**src/rtl/cache_line_fill.sv**
```systemverilog
// Miss-refill engine: fetches one 16-word line over a req/ack word port, assembles the
// cache line image (tag | words | valid) and writes it into the cache with a single strobe.
module cache_line_fill #(
    parameter int WORD_SIZE    = 32,
    parameter int INDEX_BITS   = 5,
    parameter int BLOCK_OFFSET = 6,
    parameter int TAG_BITS     = 32 - INDEX_BITS - BLOCK_OFFSET,
    parameter int STATUS_BITS  = 1,
    parameter int LINE_LENGTH  = TAG_BITS + (2**BLOCK_OFFSET)*8 + STATUS_BITS
) (
    input  logic                   clk_i,
    input  logic                   rst_i,
    input  logic                   miss_valid_i,
    input  logic [31:0]            miss_addr_i,
    output logic                   busy_o,
    output logic                   mem_req_o,
    output logic [31:0]            mem_addr_o,
    input  logic                   mem_ack_i,
    input  logic [WORD_SIZE-1:0]   mem_rdata_i,
    output logic [LINE_LENGTH-1:0] new_cache_line_o,
    output logic                   full_line_wr_o,
    output logic [1:0]             state_o
);

    localparam int CNT_W = BLOCK_OFFSET - 2;
    localparam logic [CNT_W-1:0] LAST_WORD = '1;

    typedef enum logic [1:0] {
        IDLE   = 2'd0,
        FILL   = 2'd1,
        WRITE  = 2'd2,
        SETTLE = 2'd3
    } state_t;

    state_t                 state_q, state_d;
    logic [CNT_W-1:0]       cnt_q, cnt_d;
    logic [31:0]            line_addr_q, line_addr_d;
    logic [LINE_LENGTH-1:0] line_q, line_d;
    logic                   busy_q, busy_d;

    always_ff @(posedge clk_i or posedge rst_i) begin
        if (rst_i) begin
            state_q     <= IDLE;
            cnt_q       <= '0;
            line_addr_q <= '0;
            line_q      <= '0;
            busy_q      <= 1'b0;
        end else begin
            state_q     <= state_d;
            cnt_q       <= cnt_d;
            line_addr_q <= line_addr_d;
            line_q      <= line_d;
            busy_q      <= busy_d;
        end
    end

    always_comb begin
        state_d        = state_q;
        cnt_d          = cnt_q;
        line_addr_d    = line_addr_q;
        line_d         = line_q;
        mem_req_o      = 1'b0;
        mem_addr_o     = '0;
        full_line_wr_o = 1'b0;
        case (state_q)
            IDLE: begin
                if (miss_valid_i) begin
                    line_addr_d = miss_addr_i;
                    cnt_d       = '0;
                    line_d[LINE_LENGTH-1 -: TAG_BITS] = miss_addr_i[31 -: TAG_BITS];
                    line_d[0]   = 1'b1;
                    state_d     = FILL;
                end
            end
            FILL: begin
                mem_req_o  = 1'b1;
                mem_addr_o = {line_addr_q[31:BLOCK_OFFSET], cnt_q, 2'b00};
                if (mem_ack_i) begin
                    line_d[STATUS_BITS + WORD_SIZE*int'(cnt_q) +: WORD_SIZE] = mem_rdata_i;
                    // The increment from the last word wraps to zero as the fill completes.
                    cnt_d = cnt_q + 1'b1;
                    if (cnt_q == LAST_WORD) state_d = WRITE;
                end
            end
            WRITE: begin
                full_line_wr_o = 1'b1;
                state_d        = SETTLE;
            end
            SETTLE: begin
                state_d = IDLE;
            end
            default: state_d = IDLE;
        endcase
        busy_d = (state_d != IDLE);
    end

    assign busy_o           = busy_q;
    assign new_cache_line_o = line_q;
    assign state_o          = state_q;

endmodule

```
**config.mk**
```make
export PLATFORM = sky130hd
export DESIGN_NAME = cache_line_fill
export DESIGN_NICKNAME = d
export VERILOG_FILES = /design/src/rtl/cache_line_fill.sv
export SDC_FILE = /design/constraint.sdc
export NUM_CORES = 1
export LEC_CHECK = 0
export BUFFER_PORTS_ARGS = -buffer_cell sky130_fd_sc_hd__buf_2
export CAP_MARGIN = 20
export CORE_AREA = 2 2 245 247
export CTS_CLUSTER_DIAMETER = 60
export DETAILED_ROUTE_END_ITERATION = 7
export DIE_AREA = 0 0 247 249
export HOLD_SLACK_MARGIN = 0.1
export PLACE_DENSITY = 0.61
export SETUP_SLACK_MARGIN = 0.15
export SLEW_MARGIN = 20
export SYNTH_ARGS = -nofsm -noshare
export SYNTH_HDL_FRONTEND = slang
export SYNTH_SLANG_ARGS = --single-unit
```
**constraint.sdc**
```tcl
create_clock -name clk_i -period 24.7 [get_ports clk_i]
set_input_delay 6.175 -clock clk_i [delete_from_list [all_inputs] [get_ports clk_i]]
set_output_delay 6.175 -clock clk_i [all_outputs]
set_load 0.005 [all_outputs]
```
==> results.md <==
- Syn Std Cell Area: 0.0226 mm2
- Slew Viols, Final: 0
- First DRT Iteration DRCs: 765
- Setup TNS: 0 ns
- Fraction of final layout cells with drive strength greater than 1: 57.8%
- Data arrival, critical path: 2.36 ns
- Filler Cell Count: 5216
- Power per cell area: 121 mW/mm2
- GRT Resource Usage Total: 23.3%
- Nets: 2227
- Main area contributors after synthesis: sky130_fd_sc_hd__dfrtp_1, sky130_fd_sc_hd__mux2_2, sky130_fd_sc_hd__and2_1, sky130_fd_sc_hd__mux2_1, sky130_fd_sc_hd__o21ai_0
- Post-detailed-route count of antenna-violating nets: 0
- Maximum fanout encountered on the critical timing path: 34
- Critical path startpoint category: flip-flop
- RSZ-0062 raised after global routing: no
- Full die area: 0.0615 mm2
- Share of the clock period used by the worst path: 34.5%
- Post-CTS Setup Bufs: 0
- Leakage power: 0.0156 uW
- Total congestion overflow: 0
- Pin count of the biggest net entering global routing: 184
- Synth Flop Type: sky130_fd_sc_hd__dfrtp_1
- Via density: 5.11
- Largest area contributor in the synthesized netlist: sky130_fd_sc_hd__dfrtp_1
- Register bit count reported by yosys: 567
- Area growth syn-to-layout: 27.4%
- Post-synthesis sequential area ratio: 62.8%
- Quantity of hold-fixing buffers added after cts: 0
- HPWL after DPL: 51.0 mm
- Total wire length after detailed routing: 73.1 mm
- Number of flops mapped to enable cells by yosys: 0
- Global-route wire length before repair: 106 mm
- Multi-input gate area in the final layout: 0.00807 mm2
- Type of element capturing the critical path: output pin
- Via count: 15200
- Post-Place Cell Area: 0.0266 mm2
- Starting utilization of the core area: 38.5%
- Number of buffers between clock root and the deepest sink: 3
- Number of H-tree branching levels: 2
- Drt wl/cell: 24.6 um
- Share of Yosys cell area claimed by the top area cell type: 62.8%
- Via count of the first global-routing pass: 15900
- Number of max-capacitance violations reported: 0
- Post-layout util: 49.1%
- Asr flop ratio synth: 100%
- Worst-case vdd ir drop: 0.0602 mV
- Maximum frequency from static timing analysis: 117 MHz
- Critical path data required time: 18.52 ns
- Unique cell type count in the Yosys netlist: 38
- Final count of negative-setup-slack endpoints: 0
- Number of gates given a new drive strength after cts: 0
- Clock root buffer master: sky130_fd_sc_hd__clkbuf_16
- Synthesized instance count: 1533
- Seq. cell area: 0.0142 mm2
- Clock Skews: 0.0193 ns
- N_diodes: 0
- Outcome: complete, no violations
- CTS tree: built
- Worst slew margin: 23.5%
- Sink Count: 567
- Worst Hold Slack: 0.481 ns
- Number of cell rows: 89
- Placeable Area: 0.0587 mm2
- Hold Fails Final Rpt: 0
- Initial antenna violation count: 4
- Worst min-delay path class: flip-flop to flip-flop
- Worst Max-Slew Pin Slew: 1.14 ns
- Width of the chip: 247 um
- Number of warnings issued by yosys: 0
- Latest clock arrival within the worst-skew pair: 0.62 ns
- Mean area per synthesized cell: 14.7 um2
- Post-Layout Inst Area: 0.0288 mm2
- Clock transition at path regs: 0.06 ns
- Critical Setup Path Class: flip-flop to output pin
- Total DRC errors in the routed layout: 0
- Placer's final routability congestion estimate: 0.801
- Post-layout minimum cycle time: 8.53 ns
- Port Buffer Count: 630
- Clock buffer count from CTS: 59
- First-pass DRT Iterations: 6
- Overall die height: 249 um
- Ports: 639
## Yosys cell counts, types with 2 or more instances
cell type and count:
sky130_fd_sc_hd__dfrtp_1 567, sky130_fd_sc_hd__mux2_2 493, sky130_fd_sc_hd__and2_1 186, sky130_fd_sc_hd__o21ai_0 60
sky130_fd_sc_hd__buf_2 50, sky130_fd_sc_hd__clkbuf_1 35, sky130_fd_sc_hd__mux2_1 34, sky130_fd_sc_hd__nand2_1 34
sky130_fd_sc_hd__nor2_1 16, sky130_fd_sc_hd__ha_1 6, sky130_fd_sc_hd__inv_1 6, sky130_fd_sc_hd__o21ai_1 5
sky130_fd_sc_hd__buf_4 4, sky130_fd_sc_hd__buf_6 3, sky130_fd_sc_hd__nor2b_1 3, sky130_fd_sc_hd__or3_1 3
sky130_fd_sc_hd__a21oi_1 2, sky130_fd_sc_hd__nand2b_1 2, sky130_fd_sc_hd__nand4_1 2, sky130_fd_sc_hd__nand4b_1 2
sky130_fd_sc_hd__nor3b_1 2, sky130_fd_sc_hd__or2_2 2
## critical path, cell delays in order, from the launching register on
cell and delay (ns):
sky130_fd_sc_hd__dfrtp_1 0.66, sky130_fd_sc_hd__and2b_2 0.63, sky130_fd_sc_hd__inv_1 0.19, sky130_fd_sc_hd__nor2_1 0.13, sky130_fd_sc_hd__buf_2 0.14
## metrics by stage
stage / total power, uW / setup WS (ns) / cells
4_1_cts: 3520 / 15.77 / 2976
6_report: 3480 / 16.17 / 2976
2_1_floorplan: 1940 / 2.67 / 1534
3_3_place_gp: 2480 / 15.67 / 2865
5_1_grt: 3670 / 15.99 / 2976
3_5_place_dp: 2520 / 15.61 / 2865
## sequential cells by signal, indices dropped and copies added, names as in the netlist
| signal | count |
|---|---|
| state_o | 2 |
| line_addr_q | 26 |
| new_cache_line_o | 534 |
| busy_o | 1 |
| cnt_q | 4 |
## layout make-up
class	count	area share, %
clock buffers	86	6.25
clock inverters	25	1.46
inverters	6	0.122
multi-input cells	869	28.0
flip-flops and latches	567	49.2
well taps	773	3.36
repair buffers	650	11.6
## power breakdown
part	switching [uW]	internal [uW]	leakage, uW	total (uW)
logic	544	532	0.00687	1080
registers	173	1240	0.00765	1410
clock network	375	620	0.00110	995
## worst paths after layout
path	start	to	slack [ns]	depth (start not counted)
min	new_cache_line_o[41]	new_cache_line_o[41]	0.48	1
max reg2reg	state_o[0]	new_cache_line_o[376]	21.46	4
min reg2reg	new_cache_line_o[41]	new_cache_line_o[41]	0.48	1
max	state_o[0]	mem_addr_o[5]	16.17	4
min in group asynchronous	rst_i	line_addr_q[10]	5.69	2
max in group asynchronous	rst_i	new_cache_line_o[113]	16.75	4
## logic make-up (layout without fill, tap and decap cells)
family | count (synthesis) | count (layout) | share of synthesized area [%]
other | 1 | 2 | 0.0166
and+or+nand+nor | 261 | 261 | 6.86
muxes | 527 | 527 | 26.2
DFF | 567 | 567 | 62.8
buffers and inverters | 98 | 767 | 2.07
AOI/OAI and AO/OA | 73 | 73 | 1.72
adders and majority gates | 6 | 6 | 0.332
## layer usage
| layer | share of wire [%] | up-vias | global-route usage [%] |
|---|---|---|---|
| li1 | - | 6543 | - |
| met1 | 39 | 7995 | 28.4 |
| met2 | 49 | 528 | 39.1 |
| met3 | 8.5 | 134 | 7.55 |
| met4 | 3.1 | 2 | 7.50 |
| met5 | 0.016 | - | 0 |
## placed cells by master, fill, tap and decap left out, types with 11 or more instances in the layout
cell type                   instances
sky130_fd_sc_hd__buf_2            630
sky130_fd_sc_hd__buf_4             17
sky130_fd_sc_hd__and2_1           186
sky130_fd_sc_hd__clkbuf_16         61
sky130_fd_sc_hd__clkbuf_8          18
sky130_fd_sc_hd__mux2_2           493
sky130_fd_sc_hd__mux2_1            34
sky130_fd_sc_hd__dfrtp_1          567
sky130_fd_sc_hd__nand2_1           34
sky130_fd_sc_hd__bufinv_16         11
sky130_fd_sc_hd__o21ai_0           60
Note: power is estimated with default switching activity, not from simulation.
